## config.mk

```make
export PLATFORM = sky130hd
export DESIGN_NAME = noc_port_arbiter
export DESIGN_NICKNAME = d
export VERILOG_FILES = /design/src/rtl/noc_arb_pkg.sv /design/src/rtl/rr_pick_0001.sv /design/src/rtl/noc_port_arbiter.sv
export SDC_FILE = /design/constraint.sdc
export NUM_CORES = 1
export LEC_CHECK = 0
export ABC_AREA = 1
export CAP_MARGIN = 40
export CELL_PAD_IN_SITES_DETAIL_PLACEMENT = 1
export CELL_PAD_IN_SITES_GLOBAL_PLACEMENT = 2
export CORE_MARGIN = 2
export CORE_UTILIZATION = 20
export DETAILED_ROUTE_END_ITERATION = 6
export PLACE_DENSITY_LB_ADDON = 0.1
export SETUP_SLACK_MARGIN = 0.2
export SLEW_MARGIN = 40
export SYNTH_ARGS = -nofsm -noshare
export SYNTH_HDL_FRONTEND = slang
export SYNTH_SLANG_ARGS = --single-unit
export TNS_END_PERCENT = 30
```

## constraint.sdc

```tcl
create_clock -name clk -period 2.4 [get_ports clk]
set_input_delay 0.48 -clock clk [delete_from_list [all_inputs] [get_ports clk]]
set_output_delay 0.48 -clock clk [all_outputs]
set_load 0.05 [all_outputs]
```

## src/rtl/noc_arb_pkg.sv

```systemverilog
// noc_arb_pkg: shared port width, types and one-hot helpers for the NoC port arbiter
package noc_arb_pkg;
  localparam int NUM_PORTS = 4;
  typedef logic [NUM_PORTS-1:0] port_vec_t;
  typedef enum logic {IDLE, LOCKED} arb_state_e;
  function automatic port_vec_t lowest(port_vec_t v);
    return v & (~v + port_vec_t'(1));
  endfunction
  function automatic port_vec_t start_onehot(port_vec_t p);
    return (p == '0) ? port_vec_t'(1) : lowest(p);
  endfunction
endpackage

```

## src/rtl/rr_pick_0001.sv

```systemverilog
// rr_pick_0001: combinational rotating-priority pick, first requester at or above the priority index, wrapping
module rr_pick_0001
  import noc_arb_pkg::*;
(
  input  logic [3:0] req,
  input  logic [3:0] pri,
  output logic [3:0] pick
);
  port_vec_t start;
  port_vec_t hi;
  assign start = start_onehot(pri);
  assign hi    = req & ~(start - port_vec_t'(1));
  assign pick  = (hi != '0) ? lowest(hi) : lowest(req);
endmodule

```

## src/rtl/noc_port_arbiter.sv

```systemverilog
// noc_port_arbiter: 4-port wormhole output arbiter; optional no-progress timeout under NOC_ARB_TIMEOUT_EN
module noc_port_arbiter
  import noc_arb_pkg::*;
#(
  parameter int TIMEOUT_CYCLES = 16
) (
  input  logic       clk,
  input  logic       reset,
  input  logic [3:0] req_i,
  input  logic [3:0] tail_i,
  input  logic       ready_i,
  input  logic [3:0] priority_order_i,
  output logic [3:0] grant_o,
  output logic       fire_o,
  output logic       change_order_o,
  output logic       busy_o,
  output logic       timeout_o
);
  if (TIMEOUT_CYCLES < 1) begin : g_bad_timeout
    $error("TIMEOUT_CYCLES must be at least 1");
  end
  arb_state_e state;
  logic [3:0] pick;
  logic       tail_fire;
  logic       expire;
  rr_pick_0001 u_pick (
    .req  (req_i),
    .pri  (priority_order_i),
    .pick (pick)
  );
  assign fire_o    = |(grant_o & req_i) & ready_i;
  assign tail_fire = fire_o & |(grant_o & tail_i);
`ifdef NOC_ARB_TIMEOUT_EN
  localparam int CW = $clog2(TIMEOUT_CYCLES) + 1;
  logic [CW-1:0] cnt;
  assign expire = !fire_o && cnt == CW'(TIMEOUT_CYCLES - 1);
  // count locked cycles without progress; any transfer or leaving LOCKED clears it
  always_ff @(posedge clk)
    cnt <= (reset || state != LOCKED || fire_o || expire) ? '0 : cnt + CW'(1);
  // forced-release pulse, coincident with the rotation request
  always_ff @(posedge clk)
    timeout_o <= !reset && state == LOCKED && expire;
`else
  assign expire    = 1'b0;
  assign timeout_o = 1'b0;
`endif
  // arbitrate in IDLE (skipping the post-release bubble so the rotated priority is used), hold the lock until tail or timeout
  always_ff @(posedge clk) begin
    if (reset) begin
      state          <= IDLE;
      grant_o        <= '0;
      busy_o         <= 1'b0;
      change_order_o <= 1'b0;
    end else if (state == IDLE) begin
      change_order_o <= 1'b0;
      if (!change_order_o && req_i != '0) begin
        state   <= LOCKED;
        grant_o <= pick;
        busy_o  <= 1'b1;
      end
    end else if (tail_fire || expire) begin
      state          <= IDLE;
      grant_o        <= '0;
      busy_o         <= 1'b0;
      change_order_o <= 1'b1;
    end else begin
      change_order_o <= 1'b0;
    end
  end
endmodule

```

==> flow_summary.toml <==
[place]
dp_hpwl_um = 1150
dpl_cell_area_um2 = 728
preCtsSetupSlack_ns = 0.143
gp_congestion = 0.784
dp.cells = 125
portBuffers = 21

[power_and_ir_drop]
powerDensity_nw_per_um2 = 501
leakagePower_nw = 0.320
p_clk_frac = 0.285
p_sw_uw = 131
seqPwrFrac = 0.351
p_total_uw = 378
p_int_uw = 247
ir_worst_vdd_v = 0.000399
netSwitchingFraction = 0.346
pwr-share-comb = 0.365

[cts]
cts_tree = "built"
cts_hold_buffers = 0
cts_buffer_depth = 2
clkSinkCount = 7
cts_made_buffers = 3
insertion_delay_ns = 0.25
postCtsSetupBuffers = 0
cts-resized-gates = 0
cts_max_level = 1
clk_pin_slew_ns = 0.05
cts_root_buf = "clkbuf_4"

[critical_path]
worstReg2RegStart = "grant_o[2]"
critPathBufInv = 2
endpoint_kind = "output pin"
r2r-end = "grant_o[1]"
crit_chain = "clkdlybuf4s50_1, nand2_1, nand4_1, and2_1, buf_12"
start_kind = "input pin"
cpPeakStageDelay_ns = 0.54
crit_slowest_cell = "clkdlybuf4s50_1"
crit_type = "input pin to output pin"
path_delay_family = "buffers and inverters"
cp.required_ns = 1.92
r2r_slack_ns = 1.09
cp_max_fo = 4
reg2reg_depth = 6
critPathArrivalTime_ns = 1.57

[route]
drtAntennaViolNets = 0
drc = 0
firstDrtPassIters = 4
wl_per_cell_um = 11.0
via_per_inst = 4.40
routed_wl_um = 1420
num_vias = 568
drt_iter0_drc = 8

[worst_hold_path]
min_path_cells = 2
hold_start = "busy_o"
min_to = "busy_o"
hold_class = "register to register"

[synth]
synth_area_leader_cell = "dfxtp_1"
netlist_area_um2 = 473
synth-main-ff-cell = "dfxtp_1"
synth_top_area_share = 0.296
synthCells = 76
synth-seq-cells = 7
synth_edf_count = 0
synthTopCellsByArea = "dfxtp_1 (30%), nand2_1 (19%), nand3_1 (11%)"
synth.distinct_cells = 17
yosys.cell_count.top_type = "nand2_1"
synth_common_cells = "nand2_1 (24), nand3_1 (10), inv_1 (8)"
synth.avg_cell_area_um2 = 6.22
seq_area_frac_synth = 0.296
async_reset_ff_frac = 0
yosys_warnings = 0
synth_nets = 92

[sta]
finalHoldViolCount = 0
setup_viol_count_final = 0
max_freq_mhz = 489
holdWs_ns = 0.464
layout_setup_ws_ns = 0.353
drv_slew = 0
fin_crit_ns = 2.05
tns_ns = 0
finalClockSkew_ns = 0.00603
rsz0062_at_grt = "no"
finalCritPeriodShare = 0.853

[floorplanning]
dieArea_um2 = 2770
coreArea_um2 = 2230
dieWidth_um = 52.6
start_util = 0.212
die_height_um = 52.6
ioPinCount = 23
row_count = 17

[finish]
drive_gt1_frac = 0.0891
final_nets = 118
final_area_um2 = 754
syn_to_final_growth_pct = 59.5
antenna_cells = 0
layoutNonFillerInstCount = 129
utilization = 0.338

[run_status]
outcome = "finished, final reports clean"

[global_routing]
grt_pass1_vias = 551
grt_usage = 0.119
antenna_found_initial = 0
grt_pass1_wl_um = 2370
grt_max_degree = 8
gr-total-overflow = 0

[run]
drv_cap = 0
-- cells by family (layout without fill, tap and decap cells) --
| family | count (synthesis) | after routing | share of synthesized area |
|---|---|---|---|
| other | 1 | 1 | 0.00793 |
| AND/OR/NAND/NOR | 46 | 46 | 0.423 |
| flip-flops | 7 | 7 | 0.296 |
| adder cells (fa/ha/maj) | 1 | 1 | 0.0265 |
| buffers and inverters | 10 | 35 | 0.0873 |
| AO/OA/AOI/OAI | 11 | 11 | 0.159 |
-- routing by layer --
layer,GRT usage,part of all wire,vias up
li1,-,-,295
met1,0.152,0.51,255
met2,0.179,0.41,18
met3,0.0571,0.078,0
met4,0.0256,0,0
met5,0,0,-
-- layout by cell type, fill, tap and decap left out --
cell type        netlist  routed
clkdlybuf4s50_1        0      20
nand3_1               10      10
a31oi_4                1       1
and2_1                 1       1
ha_1                   1       1
nand2_1               24      24
o21ai_0                1       1
nor2_1                 7       7
clkbuf_4               0       3
o21ai_1                1       1
clkbuf_1               0       1
or2_4                  1       1
conb_1                 1       1
buf_12                 0       1
inv_1                  8       8
inv_2                  1       1
a21oi_2                1       1
nand4_1                3       3
a21oi_1                7       7
buf_4                  1       1
dfxtp_1                7       7
-- sequential cells by signal, indices dropped and copies added, names as in the netlist --
name	flops
busy_o	1
change_order_o	1
grant_o	4
state	1
-- power groups by stage --
stage	logic, mW	registers [mW]	clock network (mW)
global placement	0.138	0.135	0
global route	0.151	0.134	0.123
finish	0.138	0.132	0.108
detailed placement	0.139	0.135	0
floorplan	0.0581	0.155	0
CTS	0.140	0.133	0.114
-- area by class of cell --
class / instances / area (um2)
sequential: 7 / 140
fill: 292 / 1480
timing repair buffer: 22 / 228
multi-input combinational: 59 / 292
clock buffer: 4 / 26.3
tap: 28 / 35.0
inverter: 9 / 33.8
-- worst max-delay path by stage --
stage	start	endpoint	slack, ns	depth (start not counted)
2_1_floorplan	grant_o[3]	grant_o[0]	0.55	6
3_3_place_gp	priority_order_i[1]	grant_o[2]	0.15	14
3_5_place_dp	priority_order_i[1]	grant_o[1]	0.14	12
4_1_cts	req_i[3]	fire_o	0.33	5
5_1_grt	priority_order_i[1]	grant_o[0]	0.23	13
6_report	req_i[3]	fire_o	0.35	5
-- worst register-to-register path, delay by kind of cell, from the launching register on --
| family | cells | cell delay (ns) |
|---|---|---|
| flip-flops | 1 | 0.40 |
| AO/OA/AOI/OAI | 1 | 0.07 |
| AND/OR/NAND/NOR | 5 | 0.73 |
No activity file was read; power rests on OpenSTA's default activity.
